[src/rtl/jtag_scan_master.sv]
// JTAG scan master: runs TAP reset, then IR/DR scans of 1..32 bits with a divided TCK.
// Optional TAP reset output trst_o enabled by defining JTAG_SCAN_MASTER_TRST_EN.
module jtag_scan_master #(
    parameter int unsigned CLK_DIV = 4
) (
    input  logic        clk,
    input  logic        rst,
    input  logic        cmd_valid,
    output logic        cmd_ready,
    input  logic        cmd_is_ir,
    input  logic [5:0]  cmd_len,
    input  logic [31:0] cmd_data,
    output logic        rsp_valid,
    output logic [31:0] rsp_data,
    output logic        tck_o,
    output logic        tms_o,
    output logic        tdi_o,
    input  logic        tdo_i,
    output logic        busy
`ifdef JTAG_SCAN_MASTER_TRST_EN
    ,
    output logic        trst_o
`endif
);

    localparam int unsigned DIV_W  = 8;
    localparam int unsigned CNT_W  = 5;
    localparam int unsigned DATA_W = 32;

    typedef enum logic [2:0] {
        RESET_SEQ,
        IDLE,
        HDR,
        SHIFT,
        TAIL,
        DONE
    } state_t;

    state_t              state_q, state_d;
    logic [DIV_W-1:0]    div_q, div_d;
    logic [CNT_W-1:0]    cnt_q, cnt_d;
    logic                tck_q, tck_d;
    logic                tms_q, tms_d;
    logic                tdi_q, tdi_d;
    logic                is_ir_q, is_ir_d;
    logic [CNT_W-1:0]    len_m1_q, len_m1_d;
    logic [DATA_W-1:0]   data_q, data_d;
    logic [DATA_W-1:0]   cap_q, cap_d;
    logic                rsp_valid_q, rsp_valid_d;
    logic [DATA_W-1:0]   rsp_data_q, rsp_data_d;
    logic                cmd_ready_q, cmd_ready_d;
    logic                busy_q, busy_d;
    logic                tck_hold;
    logic                tick;
    state_t              nxt_state;

`ifdef JTAG_SCAN_MASTER_TRST_EN
    // TAP held in reset for 16 clk after rst; TCK may not run meanwhile
    logic              trst_q;
    logic [CNT_W-1:0]  trst_cnt_q;

    always_ff @(posedge clk or posedge rst) begin
        if (rst) begin
            trst_q     <= 1'b1;
            trst_cnt_q <= '0;
        end else if (trst_q) begin
            trst_cnt_q <= CNT_W'(trst_cnt_q + CNT_W'(1));
            if (trst_cnt_q == CNT_W'(15)) begin
                trst_q <= 1'b0;
            end
        end
    end

    assign trst_o   = trst_q;
    assign tck_hold = trst_q;
`else
    assign tck_hold = 1'b0;
`endif

    // TMS level required for TCK cycle c of a given state
    function automatic logic tms_of(input state_t s, input logic [CNT_W-1:0] c,
                                    input logic ir, input logic [CNT_W-1:0] lm1);
        case (s)
            RESET_SEQ: return (c < CNT_W'(5));
            HDR:       return ir ? (c < CNT_W'(2)) : (c == CNT_W'(0));
            SHIFT:     return (c == lm1);
            TAIL:      return (c == CNT_W'(0));
            default:   return 1'b0;
        endcase
    endfunction

    function automatic logic is_last(input state_t s, input logic [CNT_W-1:0] c,
                                     input logic ir, input logic [CNT_W-1:0] lm1);
        case (s)
            RESET_SEQ: return (c == CNT_W'(5));
            HDR:       return (c == (ir ? CNT_W'(3) : CNT_W'(2)));
            SHIFT:     return (c == lm1);
            TAIL:      return (c == CNT_W'(1));
            default:   return 1'b1;
        endcase
    endfunction

    function automatic state_t next_of(input state_t s);
        case (s)
            RESET_SEQ: return IDLE;
            HDR:       return SHIFT;
            SHIFT:     return TAIL;
            TAIL:      return DONE;
            default:   return IDLE;
        endcase
    endfunction

    assign tick      = (div_q == DIV_W'(CLK_DIV - 1));
    assign nxt_state = next_of(state_q);

    // Next-state, TCK phase sequencing and output computation
    always_comb begin
        state_d     = state_q;
        div_d       = div_q;
        cnt_d       = cnt_q;
        tck_d       = tck_q;
        is_ir_d     = is_ir_q;
        len_m1_d    = len_m1_q;
        data_d      = data_q;
        cap_d       = cap_q;
        rsp_valid_d = 1'b0;
        rsp_data_d  = rsp_data_q;

        case (state_q)
            IDLE: begin
                if (cmd_valid) begin
                    is_ir_d  = cmd_is_ir;
                    len_m1_d = ((cmd_len == 6'd0) || (cmd_len > 6'd32)) ?
                               CNT_W'(31) : CNT_W'(cmd_len - 6'd1);
                    data_d   = cmd_data;
                    cap_d    = '0;
                    state_d  = HDR;
                    cnt_d    = '0;
                    div_d    = '0;
                    tck_d    = 1'b0;
                end
            end
            DONE: begin
                state_d = IDLE;
            end
            RESET_SEQ, HDR, SHIFT, TAIL: begin
                if (!((state_q == RESET_SEQ) && tck_hold)) begin
                    if (!tick) begin
                        div_d = DIV_W'(div_q + DIV_W'(1));
                    end else begin
                        div_d = '0;
                        if (!tck_q) begin
                            tck_d = 1'b1;
                            if (state_q == SHIFT) begin
                                cap_d[cnt_q] = tdo_i;
                            end
                        end else begin
                            // Falling TCK edge: advance to the next TCK cycle
                            tck_d = 1'b0;
                            if (is_last(state_q, cnt_q, is_ir_q, len_m1_q)) begin
                                state_d = nxt_state;
                                cnt_d   = '0;
                                if (nxt_state == DONE) begin
                                    rsp_valid_d = 1'b1;
                                    rsp_data_d  = cap_q;
                                end
                            end else begin
                                cnt_d = CNT_W'(cnt_q + CNT_W'(1));
                            end
                        end
                    end
                end
            end
            default: begin
                state_d = RESET_SEQ;
            end
        endcase

        // TMS/TDI only move when the TCK cycle index moves
        tms_d       = tms_of(state_d, cnt_d, is_ir_d, len_m1_d);
        tdi_d       = (state_d == SHIFT) ? data_d[cnt_d] : 1'b0;
        cmd_ready_d = (state_d == IDLE);
        busy_d      = (state_d != IDLE);
    end

    always_ff @(posedge clk or posedge rst) begin
        if (rst) begin
            state_q     <= RESET_SEQ;
            div_q       <= '0;
            cnt_q       <= '0;
            tck_q       <= 1'b0;
            tms_q       <= 1'b1;
            tdi_q       <= 1'b0;
            is_ir_q     <= 1'b0;
            len_m1_q    <= '0;
            data_q      <= '0;
            cap_q       <= '0;
            rsp_valid_q <= 1'b0;
            rsp_data_q  <= '0;
            cmd_ready_q <= 1'b0;
            busy_q      <= 1'b1;
        end else begin
            state_q     <= state_d;
            div_q       <= div_d;
            cnt_q       <= cnt_d;
            tck_q       <= tck_d;
            tms_q       <= tms_d;
            tdi_q       <= tdi_d;
            is_ir_q     <= is_ir_d;
            len_m1_q    <= len_m1_d;
            data_q      <= data_d;
            cap_q       <= cap_d;
            rsp_valid_q <= rsp_valid_d;
            rsp_data_q  <= rsp_data_d;
            cmd_ready_q <= cmd_ready_d;
            busy_q      <= busy_d;
        end
    end

    assign tck_o     = tck_q;
    assign tms_o     = tms_q;
    assign tdi_o     = tdi_q;
    assign cmd_ready = cmd_ready_q;
    assign rsp_valid = rsp_valid_q;
    assign rsp_data  = rsp_data_q;
    assign busy      = busy_q;

endmodule

[config.mk]
export PLATFORM = sky130hd
export DESIGN_NAME = jtag_scan_master
export DESIGN_NICKNAME = d
export VERILOG_FILES = /design/src/rtl/jtag_scan_master.sv
export SDC_FILE = /design/constraint.sdc
export NUM_CORES = 1
export LEC_CHECK = 0
export CAP_MARGIN = 20
export CORE_MARGIN = 2
export CORE_UTILIZATION = 49
export CTS_BUF_LIST = sky130_fd_sc_hd__clkbuf_4
export DETAILED_ROUTE_END_ITERATION = 10
export HOLD_SLACK_MARGIN = 0.03
export PLACE_DENSITY = 0.74
export SETUP_SLACK_MARGIN = 0.3
export SLEW_MARGIN = 20
export SYNTH_ARGS = -nofsm -noshare
export SYNTH_HDL_FRONTEND = slang
export SYNTH_SLANG_ARGS = --single-unit
[constraint.sdc]
create_clock -name clk -period 4.3 [get_ports clk]
set_input_delay 0.86 -clock clk [delete_from_list [all_inputs] [get_ports clk]]
set_output_delay 0.86 -clock clk [all_outputs]
set_load 0.01 [all_outputs]
==> out/metrics.cfg <==
[setup_path]
end_kind=flop
startpoint=state_q[2]
path_buf_inv=0
cp.depth=9
cp_max_fo=36
start_kind=flop
slowest_stage=mux2_2
worst-setup-path-type=flop to flop
reg2reg_from=state_q[2]
worstPathCellList=mux2_2 > nor3_4 > nor2_1 > nand2_1 > o21ai_1 > nor2_1 > a311o_1 > o32a_1 > a32oi_1
r2r_setup_slack_ns=0.79
critPathTopFamily=compound AO/OA/AOI/OAI gates
worstReg2RegEnd=tdi_o
crit_required_ns=4.76
max_stage_delay_ns=0.76
endpoint=tdi_o
crit_top_cell=nor2_1
arrival_ns=3.96
r2r_cells=9

[placed_design]
dp_hpwl_mm=11.6
place_congestion=0.861
port_buffers=80
place_inst=971

[logic_synthesis]
synthTopCellsByArea=dfrtp_1, nand2_1, o21ai_0
avgSynthCellArea_sq_um=8.66
seq_area_frac_synth_pct=48.5
ys_warn_count=0
async_flop_share_pct=100
syn_area_sq_um=6410
synth_top_cell_by_area=dfrtp_1
synth_cell_type_count=73
yosys_register_bits=124
syn_nets=790
synth_top_area_share_pct=47.6
yosys-top-cells-count=nand2_1, dfrtp_1, o21ai_0
synth_edf_count=0
syn_inst=740
synth_top_flop_cell=dfrtp_1
yosysMostFrequentCell=nand2_1

[flow_run]
maxCapViolations=0

[floorplan]
fp.dieW_um=118
die_height_um=118
coreArea_sq_um=12700
num_rows=41
io_pins=81
start_util_pct=50.6
die_area_sq_um=14000

[sta]
setup_viol_count_final=0
period_minus_slack_ns=3.51
relSlewSlack_pct=42.0
hold_ws_ns=0.473
fmax_mhz=285
worst_pin_slew_ns=0.868
finalSetupTns_ns=0
rsz0062_at_grt=no
finalMaxSlewViolations=0
post-route-period-util_pct=81.5
skew_ns=0.0170
hold_viol=0

[cells_and_area]
n_antenna_cell=0
num-nets-final=868
instances_no_fill=1003
fill_cells=1132
synthToLayoutAreaGrowth_pct=20.7
layout-drive-gt1-share_pct=9.27

[clock_tree]
clk_latency_ns=0.54
cts_tree=done
clock_path_buffers=2
cts_resized=0
clock_sinks=124
cts_hold_buf=0
cts_made_buffers=17
cts-root-buf=clkbuf_4
htree_levels=4
cts.clk_slew.worst_paths_ns=0.12
post_cts_buffers=0

[power_and_ir_drop]
totalPowerFinal_mw=3.94
p_int_mw=2.44
switching_share_pct=38.1
cellLeakagePower_nw=3.48
clockPowerShare_pct=23.2
vdd_drop_max_mv=0.223
power_density_nw_per_um2=510
p_sw_mw=1.50
seqPwrFrac_pct=39.3
p_comb_share_pct=37.5

[global_routing]
grt_pass1_vias=5595
grtUsageTotal_pct=24.0
antenna_found_initial=0
grt_pass1_wl_mm=27.1
grt_max_degree=59
overflow=0

[drt]
first_pass_iters=5
routed-via-count=5645
viasPerCell=5.63
final_antenna_net_count=0
drc=0
drt_iter0_drc=354
routed_wirelength_mm=16.4
routedWlPerCell_um=16.4

[outcome]
status=finished, final reports clean

[hold_path]
hold_path.class=flop to flop

worst min-delay path, delay by kind of cell (launching register included):
| kind | cells | cell delay [ns] |
|---|---|---|
| AND/OR/NAND/NOR | 2 | 0.10 |
| flip-flops | 1 | 0.35 |
registers in the layout, indices dropped and copies added, names as in the netlist:
register and cells:
busy 1, tms_o 1, rsp_data 32, rsp_valid 1, cmd_ready 1, tck_o 1, cnt_q 5, tdi_o 1
data_q 32, is_ir_q 1, cap_q 32, div_q 8, len_m1_q 5, state_q 3
layout by cell type (no fill, tap or decap), drive strengths merged, types with 4 or more instances in the layout:
cell type	instances
nand4	4
buf	18
a21oi	50
nor2b	5
nor3	12
inv	15
o31ai	5
clkbuf	20
nand2b	8
or3	5
bufinv	4
nand2	219
xnor2	10
o21ai	87
clkinv	7
clkdlybuf4s50	80
mux2i	15
and2	4
nand3	19
ha	7
a211oi	6
dfrtp	122
mux2	11
nor2	38
cell type report:
cell class | instances | area [sq um] | share of cell area (%)
Tap cell | 172 | 215 | 2.78
Sequential cell | 124 | 3110 | 40.2
Multi-Input combinational cell | 560 | 3070 | 39.7
Timing Repair Buffer | 98 | 948 | 12.3
Clock buffer | 20 | 150 | 1.94
Inverter | 17 | 70.1 | 0.906
Clock inverter | 12 | 171 | 2.22
kinds of logic after synthesis:
group | after synthesis | share of synthesized area, %
and+or+nand+nor | 329 | 22.7
buffers and inverters | 56 | 3.69
muxes | 26 | 4.39
xor gates and xnor gates | 13 | 1.78
adders and majority gates | 7 | 1.37
AOI/OAI and AO/OA | 185 | 17.6
DFF | 124 | 48.5
power by group through the flow:
stage / registers [mW] / clock network (mW) / logic, mW
after floorplan: 1.50 / 0 / 1.10
after global placement: 1.56 / 0 / 1.43
after detailed placement: 1.57 / 0 / 1.46
after CTS: 1.55 / 0.933 / 1.47
after global routing: 1.58 / 0.993 / 1.61
final: 1.55 / 0.916 / 1.48
per-stage QoR:
step	cell area [sq um]	setup slack (ns)	util, %
finish	7730	0.794	61.0
CTS	7730	0.857	61.0
floorplan	6410	1.37	-
global route	7730	0.578	61.0
detailed placement	7410	0.665	58.5
global placement	7410	0.747	58.5
worst min path at each step:
stage | end | startpoint | slack [ns] | cells past startpoint
final | rsp_data[28] | rsp_data[28] | 0.47 | 2
after global routing | rsp_data[21] | rsp_data[21] | 0.50 | 2
after CTS | rsp_data[26] | rsp_data[26] | 0.48 | 2
after detailed placement | rsp_data[26] | rsp_data[26] | 0.45 | 2
after global placement | rsp_data[17] | rsp_data[17] | 0.45 | 2
after floorplan | data_q[14] | data_q[14] | 0.43 | 2
routing by layer:
metal,wire length [um],up-vias,global-route usage [%]
li1,-,2711,-
met1,7010,2707,29.8
met2,8180,199,40.8
met3,887,28,5.12
met4,364,0,9.49
met5,0,-,0
Power figures use the tool's default switching activity.
